## src/rtl/uart_tx_fifo_pkg.sv

```systemverilog
// Shared UART definitions: parity-mode codes, transmitter FSM encoding and the parity helper.
// The receive block is expected to reuse the same codes.
package uart_tx_fifo_pkg;

  localparam logic [1:0] PAR_NONE  = 2'b00;
  localparam logic [1:0] PAR_EVEN  = 2'b01;
  localparam logic [1:0] PAR_ODD   = 2'b10;
  localparam logic [1:0] PAR_SPACE = 2'b11;

  localparam int MAX_DATA_WIDTH = 9;

  typedef enum logic [2:0] {
    ST_IDLE   = 3'd0,
    ST_START  = 3'd1,
    ST_DATA   = 3'd2,
    ST_PARITY = 3'd3,
    ST_STOP   = 3'd4
  } tx_state_e;

  // Narrower words are zero-extended by the caller, which leaves the XOR reduction unchanged.
  function automatic logic parity_bit(input logic [MAX_DATA_WIDTH-1:0] data,
                                      input logic [1:0]                mode);
    logic p;
    case (mode)
      PAR_EVEN:  p = ^data;
      PAR_ODD:   p = ~^data;
      PAR_SPACE: p = 1'b0;
      default:   p = 1'b0;
    endcase
    return p;
  endfunction

endpackage

```

## src/rtl/uart_tx_fifo_sync_fifo.sv

```systemverilog
// Synchronous FIFO with level output; pointers carry an extra MSB so full and empty are
// distinguished without a separate counter.
module uart_tx_fifo_sync_fifo #(
  parameter int WIDTH = 8,
  parameter int DEPTH = 4
) (
  input  logic                       clk,
  input  logic                       reset,
  input  logic                       push_i,
  input  logic [WIDTH-1:0]           wdata_i,
  input  logic                       pop_i,
  output logic [WIDTH-1:0]           rdata_o,
  output logic                       full_o,
  output logic                       empty_o,
  output logic [$clog2(DEPTH):0]     level_o
);

  localparam int AW = $clog2(DEPTH);
  localparam logic [AW:0] PTR_ONE = {{AW{1'b0}}, 1'b1};

  logic [AW:0]      wr_ptr_q;
  logic [AW:0]      rd_ptr_q;
  logic [WIDTH-1:0] mem_q [DEPTH];
  logic             do_push;
  logic             do_pop;

  assign full_o  = (wr_ptr_q[AW] != rd_ptr_q[AW]) && (wr_ptr_q[AW-1:0] == rd_ptr_q[AW-1:0]);
  assign empty_o = (wr_ptr_q == rd_ptr_q);
  assign level_o = wr_ptr_q - rd_ptr_q;
  assign rdata_o = mem_q[rd_ptr_q[AW-1:0]];
  assign do_push = push_i && !full_o;
  assign do_pop  = pop_i && !empty_o;

  // Storage array; contents are don't-care while the slot is unoccupied.
  always_ff @(posedge clk) begin
    if (do_push) begin
      mem_q[wr_ptr_q[AW-1:0]] <= wdata_i;
    end
  end

  // Read/write pointers.
  always_ff @(posedge clk) begin
    if (reset) begin
      wr_ptr_q <= {(AW+1){1'b0}};
      rd_ptr_q <= {(AW+1){1'b0}};
    end else begin
      if (do_push) begin
        wr_ptr_q <= wr_ptr_q + PTR_ONE;
      end
      if (do_pop) begin
        rd_ptr_q <= rd_ptr_q + PTR_ONE;
      end
    end
  end

endmodule

```

## src/rtl/uart_tx_fifo.sv

```systemverilog
// UART transmitter with input FIFO and internal baud divider. Each frame latches its data and
// line configuration when the word is popped, so mid-frame input changes affect only later frames.
module uart_tx_fifo
  import uart_tx_fifo_pkg::*;
#(
  parameter int DATA_WIDTH = 8,
  parameter int FIFO_DEPTH = 4,
  parameter int DIV_WIDTH  = 16
) (
  input  logic                          clk,
  input  logic                          reset,
  input  logic [DIV_WIDTH-1:0]          i_divisor,
  input  logic [1:0]                    i_parity_mode,
  input  logic                          i_two_stop,
  input  logic                          i_valid,
  input  logic [DATA_WIDTH-1:0]         i_data,
  output logic                          o_ready,
  output logic                          o_busy,
  output logic [$clog2(FIFO_DEPTH):0]   o_fifo_level,
  output logic                          serial_out
);

  localparam int LW = $clog2(FIFO_DEPTH) + 1;
  localparam int CW = $clog2(DATA_WIDTH);
  localparam logic [CW-1:0]        LAST_BIT = CW'(DATA_WIDTH - 1);
  localparam logic [CW-1:0]        CNT_ONE  = CW'(1);
  localparam logic [DIV_WIDTH-1:0] DIV_ONE  = DIV_WIDTH'(1);
  localparam logic [DIV_WIDTH-1:0] DIV_ZERO = {DIV_WIDTH{1'b0}};

  tx_state_e             state_q, state_d;
  logic [DIV_WIDTH-1:0]  timer_q, timer_d;
  logic [DIV_WIDTH-1:0]  div_q, div_d;
  logic [CW-1:0]         bit_cnt_q, bit_cnt_d;
  logic [DATA_WIDTH-1:0] shift_q, shift_d;
  logic [1:0]            par_mode_q, par_mode_d;
  logic                  par_bit_q, par_bit_d;
  logic                  two_stop_q, two_stop_d;
  logic                  stop_cnt_q, stop_cnt_d;
  logic                  serial_q, serial_d;

  logic                      fifo_pop;
  logic                      fifo_full;
  logic                      fifo_empty;
  logic [DATA_WIDTH-1:0]     fifo_rdata;
  logic [LW-1:0]             fifo_level;
  logic [DIV_WIDTH-1:0]      div_eff;
  logic [MAX_DATA_WIDTH-1:0] par_data;
  logic                      bit_end;
  logic                      load_frame;

  uart_tx_fifo_sync_fifo #(
    .WIDTH (DATA_WIDTH),
    .DEPTH (FIFO_DEPTH)
  ) u_fifo (
    .clk     (clk),
    .reset   (reset),
    .push_i  (i_valid),
    .wdata_i (i_data),
    .pop_i   (fifo_pop),
    .rdata_o (fifo_rdata),
    .full_o  (fifo_full),
    .empty_o (fifo_empty),
    .level_o (fifo_level)
  );

  assign div_eff      = (i_divisor == DIV_ZERO) ? DIV_ONE : i_divisor;
  assign bit_end      = (timer_q == DIV_ZERO);
  assign o_ready      = !fifo_full;
  assign o_busy       = (state_q != ST_IDLE) || (fifo_level != {LW{1'b0}});
  assign o_fifo_level = fifo_level;
  assign serial_out   = serial_q;

  // Zero-extend the head word for the shared parity helper.
  always_comb begin
    par_data = {MAX_DATA_WIDTH{1'b0}};
    par_data[DATA_WIDTH-1:0] = fifo_rdata;
  end

  // Frame state register; serial_q resets high so an aborted frame never leaves the line low.
  always_ff @(posedge clk) begin
    if (reset) begin
      state_q    <= ST_IDLE;
      timer_q    <= DIV_ZERO;
      div_q      <= DIV_ONE;
      bit_cnt_q  <= {CW{1'b0}};
      shift_q    <= {DATA_WIDTH{1'b0}};
      par_mode_q <= PAR_NONE;
      par_bit_q  <= 1'b0;
      two_stop_q <= 1'b0;
      stop_cnt_q <= 1'b0;
      serial_q   <= 1'b1;
    end else begin
      state_q    <= state_d;
      timer_q    <= timer_d;
      div_q      <= div_d;
      bit_cnt_q  <= bit_cnt_d;
      shift_q    <= shift_d;
      par_mode_q <= par_mode_d;
      par_bit_q  <= par_bit_d;
      two_stop_q <= two_stop_d;
      stop_cnt_q <= stop_cnt_d;
      serial_q   <= serial_d;
    end
  end

  // Next-state logic: every bit entry reloads the timer with divisor-1.
  always_comb begin
    state_d    = state_q;
    timer_d    = timer_q;
    div_d      = div_q;
    bit_cnt_d  = bit_cnt_q;
    shift_d    = shift_q;
    par_mode_d = par_mode_q;
    par_bit_d  = par_bit_q;
    two_stop_d = two_stop_q;
    stop_cnt_d = stop_cnt_q;
    serial_d   = serial_q;
    fifo_pop   = 1'b0;
    load_frame = 1'b0;

    case (state_q)
      ST_IDLE: begin
        serial_d = 1'b1;
        if (!fifo_empty) begin
          load_frame = 1'b1;
        end else begin
          load_frame = 1'b0;
        end
      end
      ST_START: begin
        if (bit_end) begin
          state_d   = ST_DATA;
          serial_d  = shift_q[0];
          bit_cnt_d = {CW{1'b0}};
          timer_d   = div_q - DIV_ONE;
        end else begin
          timer_d = timer_q - DIV_ONE;
        end
      end
      ST_DATA: begin
        if (bit_end) begin
          timer_d = div_q - DIV_ONE;
          if (bit_cnt_q == LAST_BIT) begin
            if (par_mode_q != PAR_NONE) begin
              state_d  = ST_PARITY;
              serial_d = par_bit_q;
            end else begin
              state_d    = ST_STOP;
              serial_d   = 1'b1;
              stop_cnt_d = 1'b0;
            end
          end else begin
            bit_cnt_d = bit_cnt_q + CNT_ONE;
            shift_d   = shift_q >> 1;
            serial_d  = shift_q[1];
          end
        end else begin
          timer_d = timer_q - DIV_ONE;
        end
      end
      ST_PARITY: begin
        if (bit_end) begin
          state_d    = ST_STOP;
          serial_d   = 1'b1;
          stop_cnt_d = 1'b0;
          timer_d    = div_q - DIV_ONE;
        end else begin
          timer_d = timer_q - DIV_ONE;
        end
      end
      ST_STOP: begin
        if (bit_end) begin
          if (two_stop_q && !stop_cnt_q) begin
            stop_cnt_d = 1'b1;
            timer_d    = div_q - DIV_ONE;
          end else if (!fifo_empty) begin
            load_frame = 1'b1;
          end else begin
            state_d  = ST_IDLE;
            serial_d = 1'b1;
          end
        end else begin
          timer_d = timer_q - DIV_ONE;
        end
      end
      default: begin
        state_d  = ST_IDLE;
        serial_d = 1'b1;
      end
    endcase

    // Pop the head word and latch the whole frame configuration in one step.
    if (load_frame) begin
      fifo_pop   = 1'b1;
      shift_d    = fifo_rdata;
      div_d      = div_eff;
      timer_d    = div_eff - DIV_ONE;
      par_mode_d = i_parity_mode;
      par_bit_d  = parity_bit(par_data, i_parity_mode);
      two_stop_d = i_two_stop;
      stop_cnt_d = 1'b0;
      serial_d   = 1'b0;
      state_d    = ST_START;
    end else begin
      fifo_pop = 1'b0;
    end
  end

endmodule
```

## config.mk

```make
export PLATFORM = sky130hd
export DESIGN_NAME = uart_tx_fifo
export DESIGN_NICKNAME = d
export VERILOG_FILES = /design/src/rtl/uart_tx_fifo_pkg.sv /design/src/rtl/uart_tx_fifo_sync_fifo.sv /design/src/rtl/uart_tx_fifo.sv
export SDC_FILE = /design/constraint.sdc
export NUM_CORES = 1
export LEC_CHECK = 0
export ABC_AREA = 1
export CORE_AREA = 3 3 111 102
export CTS_BUF_LIST = sky130_fd_sc_hd__clkbuf_4
export CTS_CLUSTER_SIZE = 12
export DETAILED_ROUTE_END_ITERATION = 10
export DIE_AREA = 0 0 114 105
export HOLD_SLACK_MARGIN = 0.03
export PLACE_DENSITY = 0.65
export SLEW_MARGIN = 0
export SYNTH_ARGS = -nofsm -noshare
export SYNTH_HDL_FRONTEND = slang
export SYNTH_SLANG_ARGS = --single-unit
```

## constraint.sdc

```tcl
create_clock -name clk -period 3.25 [get_ports clk]
set_input_delay 0.8125 -clock clk [delete_from_list [all_inputs] [get_ports clk]]
set_output_delay 0.8125 -clock clk [all_outputs]
set_load 0.005 [all_outputs]
```

==> impl_metrics.py, run 1 <==
metrics = {
    "outcome": {
        "run_status": "finished, final reports clean",
    },
    "worst_hold_path": {
        "min_path_cells": 2,
        "hp-start": "par_mode_q[0]",
        "holdCritPathClass": "flop to flop",
        "whs_endpoint": "par_mode_q[0]",
    },
    "layout": {
        "antenna_cells": 0,
        "fillCellCount": 1006,
        "layout-drive-gt1-share": 0.102,
        "nets": 694,
        "syn_to_final_growth_pct": 13.4,
        "seq_area_um2": 2160,
        "multi_input_area_um2": 2200,
        "final_util": 0.530,
        "final_area_um2": 5440,
    },
    "die": {
        "initial_utilization": 0.468,
        "die_area_um2": 12000,
        "coreArea_um2": 10200,
        "rows": 35,
        "die_y_um": 105,
        "die_w_um": 114,
        "boundaryPins": 36,
    },
    "worst_setup_path": {
        "timing.reg2reg.setup_slack_ns": 0.49,
        "crit_required_ns": 2.44,
        "r2r_end": "timer_q[8]",
        "cp_data_arrival_time_ns": 2.31,
        "start_kind": "flop",
        "r2r_start": "u_fifo.wr_ptr_q[0]",
        "worstPathMaxFanout": 5,
        "path_class": "flop to primary output",
        "ff2ff_path_depth": 16,
        "endpoint_kind": "primary output",
    },
    "placement": {
        "dp_slack_ns": 0.360,
        "place_congestion": 0.902,
        "dp_hpwl_um": 8240,
        "dpl_cell_area_um2": 5290,
        "io_buffers": 35,
    },
    "clocking": {
        "ctsHoldBuffers": 0,
        "cts_buffers": 9,
        "postCtsSetupBuffers": 0,
        "cts_tree": "done",
        "ctsResizeCount": 0,
        "clk_path_buf_depth": 2,
        "clock_sinks": 92,
        "clk_latency_ns": 0.45,
        "cts_max_level": 3,
        "clk_pin_slew_ns": 0.15,
        "root_buffer": "clkbuf_4",
    },
    "power": {
        "p_total_mw": 4.91,
        "comb_power_share": 0.535,
        "power_density_nw_per_um2": 903,
        "p_sw_frac": 0.466,
        "switchingPower_mw": 2.29,
        "p_leak_nw": 2.32,
        "seq_power_share": 0.328,
        "p_clk_frac": 0.136,
        "internal_power_mw": 2.62,
        "irDropWorstVdd_v": 0.000612,
    },
    "synth": {
        "synth_xor_area_frac": 0.0164,
        "async_flop_share": 0,
        "yosysTopAreaCell": "dfxtp_1",
        "ys_ff_latch": 92,
        "yosys_most_used_dff": "dfxtp_1",
        "synth-compound-area-share": 0.142,
        "syn_avg_cell_area_um2": 7.79,
        "syn-cell-area_um2": 4790,
        "ys_types": 41,
        "synth_top_family_by_area": "simple AND/OR/NAND/NOR gates",
        "ys_top_cells_by_area": "dfxtp_1, edfxtp_1, nand2_1, inv_1, nand3_1",
        "synthAdderAreaFrac": 0.0303,
        "yosysTopAreaCellShare": 0.251,
        "yosys.area_share.simple": 0.271,
        "synth_nets": 656,
        "synth_common_cells": "nand2_1, inv_1, dfxtp_1",
        "yosys_warnings": 0,
        "synthMuxAreaShare": 0,
        "yosysSeqAreaShare": 0.451,
        "synthCells": 615,
        "synth.most_common_cell": "nand2_1",
        "synth_edf_count": 32,
    },
    "run": {
        "cap_violations": 0,
    },
    "drt": {
        "drtIter0Drc": 317,
        "dr.pass1.iters": 5,
        "ant_nets": 0,
        "num_vias": 4105,
        "avgViaCountPerCell": 5.22,
        "wl_um": 11200,
        "wl_per_cell_um": 14.2,
        "route.detailed.drc": 0,
    },
    "sta": {
        "fin_ws_ns": 0.127,
        "fin_crit_sh": 0.961,
        "finClkSkew_ns": 0.0166,
        "hold_viol": 0,
        "fin_crit_ns": 3.12,
        "final-setup-viol-count": 0,
        "tns_ns": 0,
        "max-slew-margin-rel": 0.528,
        "finalMaxSlewViolations": 0,
        "grt_setup_unrepaired": "no",
        "tightest_slew_ns": 0.707,
        "fmax_ghz": 0.320,
    },
    "grt": {
        "grt_start_max_net_pins": 28,
        "grt_pass1_vias": 3840,
        "track_usage": 0.194,
        "grt_overflow": 0,
        "antenna_found_initial": 0,
        "grt_pass1_wl_um": 18800,
    },
}
-- cell type report --
cell class	instances	area share
Clock buffer	9	0.0124
Clock inverter	7	0.0143
Sequential cell	92	0.398
Timing Repair Buffer	45	0.0783
Multi-Input combinational cell	415	0.405
Tap cell	129	0.0297
Inverter	90	0.0622
-- worst max path at each step --
stage	startpoint	end	slack, ns
2_1_floorplan	u_fifo.wr_ptr_q[0]	timer_q[8]	0.91
3_3_place_gp	i_divisor[10]	timer_q[14]	0.40
3_5_place_dp	i_divisor[11]	timer_q[14]	0.36
4_1_cts	u_fifo.wr_ptr_q[0]	o_busy	0.1
5_1_grt	u_fifo.wr_ptr_q[0]	o_busy	0.005
6_report	u_fifo.wr_ptr_q[0]	o_busy	0.13
-- metrics by stage --
stage	hold slack (ns)	instances
floorplan	0.420	615
global placement	0.432	771
finish	0.464	787
detailed placement	0.450	771
CTS	0.471	787
global route	0.502	787
-- flip-flops by register name, indices dropped and copies added (netlist names), 2 cells and up, named ones only --
| signal | flops |
|---|---|
| u_fifo.rd_ptr_q | 3 |
| state_q | 3 |
| par_mode_q | 2 |
| bit_cnt_q | 3 |
| u_fifo.wr_ptr_q | 3 |
| div_q | 16 |
| u_fifo.mem_q | 32 |
| timer_q | 16 |
| shift_q | 8 |
-- power by group through the flow --
stage,registers (mW),logic (mW),clock network [mW]
6_report,1.61,2.63,0.668
5_1_grt,1.64,2.98,0.722
4_1_cts,1.61,2.61,0.690
3_5_place_dp,1.64,2.60,0
3_3_place_gp,1.63,2.57,0
2_1_floorplan,1.59,2.03,0
-- critical path, cell delays in order (launching register included) --
cell and delay, ns:
dfxtp_1 0.39, inv_1 0.12, ha_1 0.21, fa_1 0.38
xor2_1 0.21, nand4_1 0.11, clkdlybuf4s50_1 0.46
-- routing by layer --
layer  vias up  GRT usage  wire length (µm)
met1      1915      0.279              5600
met5         -          0                 0
li1       2093          -                 -
met2        83      0.300              4900
met4         0     0.0475               155
met3        14     0.0371               533
-- cell families after synthesis --
logic type                 Yosys count
and+or+nand+nor                    279
AOI/OAI and AO/OA                  116
buffers and inverters              108
DFF                                 92
adders and majority gates           11
xor gates and xnor gates             9
-- cells in the final DEF, fill, tap and decap left out, types with 9 or more instances in the layout --
cell type	synthesis	routed
clkbuf_4	0	9
a31oi_1	11	11
nand2_1	128	128
a21oi_1	28	28
dfxtp_1	60	60
clkdlybuf4s50_1	0	35
o21bai_1	12	12
nor2_1	57	57
inv_1	83	83
ha_1	10	10
nand2_2	13	13
o21ai_0	42	42
edfxtp_1	32	32
buf_4	3	10
nand3_1	46	46
o22ai_1	11	11
No activity file was read; power rests on OpenSTA's default activity.
==> run 2, diff against run 1 <==
--- a/config.mk
+++ b/config.mk
@@ -6,14 +6,14 @@
 export NUM_CORES = 1
 export LEC_CHECK = 0
 export ABC_AREA = 1
-export CORE_AREA = 3 3 111 102
+export CORE_AREA = 2 2 110 101
 export CTS_BUF_LIST = sky130_fd_sc_hd__clkbuf_4
 export CTS_CLUSTER_SIZE = 12
 export DETAILED_ROUTE_END_ITERATION = 10
-export DIE_AREA = 0 0 114 105
+export DIE_AREA = 0 0 112 103
 export HOLD_SLACK_MARGIN = 0.03
 export PLACE_DENSITY = 0.65
-export SLEW_MARGIN = 0
+export SLEW_MARGIN = 20
 export SYNTH_ARGS = -nofsm -noshare
 export SYNTH_HDL_FRONTEND = slang
 export SYNTH_SLANG_ARGS = --single-unit
==> impl_metrics.py, run 2 (synthesis gave the netlist of run 1 again) <==
metrics = {
    "worst_setup_path": {
        "start_kind": "flop",
        "path_class": "flop to primary output",
        "ff2ff_path_depth": 17,
        "endpoint_kind": "primary output",
        "worstPathMaxFanout": 5,
        "crit_required_ns": 2.44,
        "crit_start": "u_fifo.wr_ptr_q[0]",
        "r2r_start": "timer_q[10]",
        "timing.reg2reg.setup_slack_ns": 0.51,
        "cp_data_arrival_time_ns": 2.32,
        "r2r_end": "timer_q[8]",
    },
    "sta": {
        "finalMaxSlewViolations": 0,
        "finClkSkew_ns": 0.0164,
        "grt_setup_unrepaired": "no",
        "tightest_slew_ns": 0.681,
        "tns_ns": 0,
        "final-setup-viol-count": 0,
        "hold_viol": 0,
        "fin_crit_sh": 0.964,
        "max-slew-margin-rel": 0.545,
        "fin_crit_ns": 3.13,
        "fmax_ghz": 0.319,
    },
    "clocking": {
        "clk_path_buf_depth": 2,
        "root_buffer": "clkbuf_4",
        "cts_max_level": 3,
        "clk_pin_slew_ns": 0.16,
        "clock_sinks": 92,
        "clk_latency_ns": 0.48,
        "cts_buffers": 9,
        "ctsHoldBuffers": 0,
        "cts_tree": "done",
    },
    "drt": {
        "wl_per_cell_um": 14.3,
        "num_vias": 4032,
        "avgViaCountPerCell": 5.08,
        "ant_nets": 0,
        "wl_um": 11300,
        "dr.pass1.iters": 5,
        "drtIter0Drc": 258,
        "route.detailed.drc": 0,
    },
    "power": {
        "p_leak_nw": 2.34,
        "p_sw_frac": 0.467,
        "power_density_nw_per_um2": 904,
        "seq_power_share": 0.326,
        "irDropWorstVdd_v": 0.000391,
        "internal_power_mw": 2.64,
        "comb_power_share": 0.533,
        "switchingPower_mw": 2.31,
        "p_clk_frac": 0.141,
    },
    "layout": {
        "largest_register_ffs": 32,
        "fillCellCount": 1035,
        "final_cell_mix": "nand2_1, inv_1, dfxtp_1",
        "nets": 696,
        "syn_to_final_growth_pct": 14.2,
        "antenna_cells": 0,
        "layout-drive-gt1-share": 0.109,
        "stdcell_count": 793,
        "final_common_cell": "nand2_1",
    },
    "die": {
        "initial_utilization": 0.455,
        "die_w_um": 112,
        "die_area_um2": 11500,
        "coreArea_um2": 10500,
        "boundaryPins": 36,
        "die_y_um": 103,
        "rows": 36,
    },
    "grt": {
        "grt_pass1_vias": 3827,
        "grt_overflow": 0,
        "antenna_found_initial": 0,
        "grt_start_max_net_pins": 24,
        "grt_pass1_wl_um": 18900,
        "track_usage": 0.208,
    },
    "worst_hold_path": {
        "whs_endpoint": "par_mode_q[0]",
        "min_path_cells": 2,
        "holdCritPathClass": "flop to flop",
        "hp-start": "par_mode_q[0]",
    },
    "placement": {
        "dp_hpwl_um": 8180,
        "io_buffers": 35,
        "place_inst": 776,
        "place_congestion": 0.864,
    },
    "run": {
        "cap_violations": 0,
    },
    "outcome": {
        "run_status": "finished, final reports clean",
    },
}
## run 2: cell count changes in the layout (fill, tap and decap cells not counted), sizes merged
cell / delta
buf: +2
## run 2: power groups by stage
stage	Clock, mW	Sequential [mW]	Combinational (mW)
6_report	0.699	1.61	2.64
5_1_grt	0.773	1.65	2.97
4_1_cts	0.724	1.61	2.62
3_5_place_dp	0	1.64	2.60
3_3_place_gp	0	1.63	2.58
2_1_floorplan	0	1.59	2.03
## run 2: worst max-delay path by stage
| stage | endpoint | slack, ns | cells after the start |
|---|---|---|---|
| 2_1_floorplan | timer_q[8] | 0.91 | 16 |
| 3_3_place_gp | timer_q[14] | 0.33 | 16 |
| 3_5_place_dp | timer_q[14] | 0.31 | 16 |
| 4_1_cts | o_busy | 0.004 | 6 |
| 5_1_grt | o_busy | 0.01 | 6 |
| 6_report | o_busy | 0.12 | 6 |
## run 2: final cells by class
type                            instances  area [µm²]  area share
Clock buffer                            9        67.6      0.0123
Clock inverter                          7        87.6      0.0160
Tap cell                              133         166      0.0304
Inverter                               90         338      0.0617
Multi-Input combinational cell        415        2210       0.404
Sequential cell                        92        2160       0.395
Timing Repair Buffer                   47         440      0.0805
## run 2: repair_timing
action / in CTS / in global routing
gates resized for setup: 0 / 2
setup buffers: 0 / 1
setup endpoints to repair: 0 / 2
## run 2: per-layer routing
metal,vias up,track usage,part of all wire
met2,98,0.346,0.45
met1,1830,0.279,0.49
li1,2100,-,-
met3,4,0.0529,0.054
met5,-,0,0
met4,0,0.0460,0.0052
## run 2: metrics by stage
step	power (mW)	setup slack, ns	utilization	hold slack, ns	instance area, µm²
4_1_cts	4.96	0.00392	0.518	0.472	5460
2_1_floorplan	3.62	0.907	-	0.420	4790
3_3_place_gp	4.21	0.333	0.503	0.437	5300
3_5_place_dp	4.24	0.310	0.503	0.448	5300
5_1_grt	5.39	0.0118	0.519	0.483	5470
6_report	4.95	0.116	0.519	0.469	5470
## run 2: critical path, stage by stage (launching register included)
cell and delay [ns]:
dfxtp_2 0.36, inv_1 0.08, ha_1 0.20, fa_1 0.41
xor2_2 0.20, nand4_1 0.09, clkdlybuf4s50_1 0.51
==> run 3, diff against run 2 <==
--- a/config.mk
+++ b/config.mk
@@ -6,13 +6,13 @@
 export NUM_CORES = 1
 export LEC_CHECK = 0
 export ABC_AREA = 1
-export CORE_AREA = 2 2 110 101
+export CORE_AREA = 2 2 149 137
 export CTS_BUF_LIST = sky130_fd_sc_hd__clkbuf_4
 export CTS_CLUSTER_SIZE = 12
 export DETAILED_ROUTE_END_ITERATION = 10
-export DIE_AREA = 0 0 112 103
+export DIE_AREA = 0 0 151 139
 export HOLD_SLACK_MARGIN = 0.03
-export PLACE_DENSITY = 0.65
+export SETUP_SLACK_MARGIN = 0.5
 export SLEW_MARGIN = 20
 export SYNTH_ARGS = -nofsm -noshare
 export SYNTH_HDL_FRONTEND = slang
==> impl_metrics.py, run 3 (synthesis gave the netlist of run 1 again) <==
metrics = {
    "grt": {
        "grt_start_max_net_pins": 30,
        "antenna_found_initial": 1,
        "grt_overflow": 0,
        "grt_pass1_vias": 3804,
        "grt_pass1_wl_um": 19500,
        "track_usage": 0.119,
    },
    "sta": {
        "finClkSkew_ns": 0.0223,
        "finalMaxSlewViolations": 0,
        "max-slew-margin-rel": 0.543,
        "fmax_ghz": 0.380,
        "holdWs_ns": 0.465,
        "fin_crit_ns": 2.63,
        "tightest_slew_ns": 0.685,
        "tns_ns": 0,
        "final-setup-viol-count": 0,
        "hold_viol": 0,
        "grt_setup_unrepaired": "yes",
        "fin_ws_ns": 0.618,
        "fin_crit_sh": 0.810,
    },
    "die": {
        "coreArea_um2": 19500,
        "rows": 49,
        "initial_utilization": 0.246,
        "die_y_um": 139,
        "boundaryPins": 36,
        "die_area_um2": 21000,
        "die_w_um": 151,
    },
    "worst_setup_path": {
        "path_class": "flop to primary output",
        "cp_cell_sequence": "inv_4 > ha_4 > fa_2 > xor2_2 > nand4_1 > buf_2",
        "slowest_stage": "dfxtp_2",
        "r2r_start": "u_fifo.rd_ptr_q[1]",
        "r2r_end": "timer_q[14]",
        "slowest_delay_ns": 0.38,
        "start_kind": "flop",
        "cp_data_arrival_time_ns": 1.82,
        "endpoint_kind": "primary output",
        "path_buf_inv": 2,
        "ff2ff_path_depth": 16,
        "timing.reg2reg.setup_slack_ns": 0.63,
        "cpLargestDelayFamily": "adder cells",
        "crit_required_ns": 2.44,
        "cp.depth": 6,
        "worstPathMaxFanout": 2,
    },
    "layout": {
        "final_common_cell": "nand2_1",
        "syn_to_final_growth_pct": 18.3,
        "nets": 698,
        "final_util": 0.291,
        "layout-drive-gt1-share": 0.125,
        "stdcell_count": 918,
        "largest_register_ffs": 32,
        "final_cell_mix": "nand2_1, inv_1, nor2_1, dfxtp_1, nand3_1",
    },
    "power": {
        "power_density_nw_per_um2": 871,
        "p_leak_nw": 2.33,
        "irDropWorstVdd_v": 0.000225,
    },
    "clocking": {
        "clk_path_buf_depth": 2,
        "root_buffer": "clkbuf_4",
        "ctsHoldBuffers": 0,
        "clk_latency_ns": 0.47,
        "cts_max_level": 3,
        "clock_sinks": 92,
        "cts_buffers": 9,
        "clk_pin_slew_ns": 0.16,
        "cts_tree": "done",
    },
    "drt": {
        "wl_um": 11900,
        "num_vias": 4038,
        "dr.pass1.iters": 5,
        "wl_per_cell_um": 13.0,
        "route.detailed.drc": 0,
        "drtIter0Drc": 317,
        "avgViaCountPerCell": 4.40,
        "ant_nets": 0,
    },
    "worst_hold_path": {
        "hp-start": "par_mode_q[0]",
        "min_path_cells": 2,
        "whs_endpoint": "par_mode_q[0]",
        "holdCritPathClass": "flop to flop",
    },
    "outcome": {
        "run_status": "finished, final reports clean",
    },
    "placement": {
        "place_inst": 897,
        "io_buffers": 35,
        "dp_slack_ns": 0.141,
        "place_congestion": 0.870,
        "dp_hpwl_um": 8730,
    },
    "run": {
        "cap_violations": 0,
    },
}
## run 3: area by class of cell
class	instances	area [µm²]
Timing Repair Buffer	49	444
Fill cell	2085	13800
Multi-Input combinational cell	415	2260
Clock buffer	9	67.6
Tap cell	255	319
Clock inverter	7	62.6
Antenna cell	1	2.50
Sequential cell	92	2170
Inverter	90	343
## run 3: worst max path at each step
| stage | start | to | slack, ns |
|---|---|---|---|
| detailed placement | i_divisor[11] | timer_q[14] | 0.14 |
| floorplan | u_fifo.wr_ptr_q[0] | timer_q[8] | 0.91 |
| CTS | u_fifo.wr_ptr_q[0] | o_busy | 0.51 |
| finish | u_fifo.wr_ptr_q[0] | o_busy | 0.62 |
| global route | i_divisor[11] | timer_q[14] | 0.42 |
| global placement | i_divisor[15] | timer_q[14] | 0.17 |
## run 3: timing repair
item,CTS,global route
gates resized for setup,23,4
hold endpoints to repair,0,0
pin swaps,4,3
buffers inserted,2,2
endpoints found under the setup margin,12,10
cloned,0,0
## run 3: stage by stage
stage               power (mW)  area [µm²]
global route              5.39        5670
detailed placement        4.28        5450
finish                    4.94        5670
global placement          4.25        5450
floorplan                 3.62        4790
CTS                       4.95        5650
## run 3: worst register-to-register path: cells and delay by family (launching register included)
kind / cells / cell delay [ns]
flip-flops: 1 / 0.39
AND/OR/NAND/NOR: 9 / 0.91
adder cells (fa/ha/maj): 2 / 0.47
buffers and inverters: 4 / 0.51
AO/OA/AOI/OAI: 1 / 0.26
## run 3: report_power, final
| group | internal [mW] | switching [mW] |
|---|---|---|
| clock network | 0.176 | 0.445 |
| registers | 1.46 | 0.154 |
| logic | 0.956 | 1.75 |
| total | 2.59 | 2.35 |
## run 3: layer usage
layer,vias to the layer above,track usage,part of all wire
met1,1822,0.163,0.50
met4,0,0.0472,0.022
met2,91,0.178,0.43
met3,24,0.0286,0.050
li1,2101,-,-
met5,-,0,0
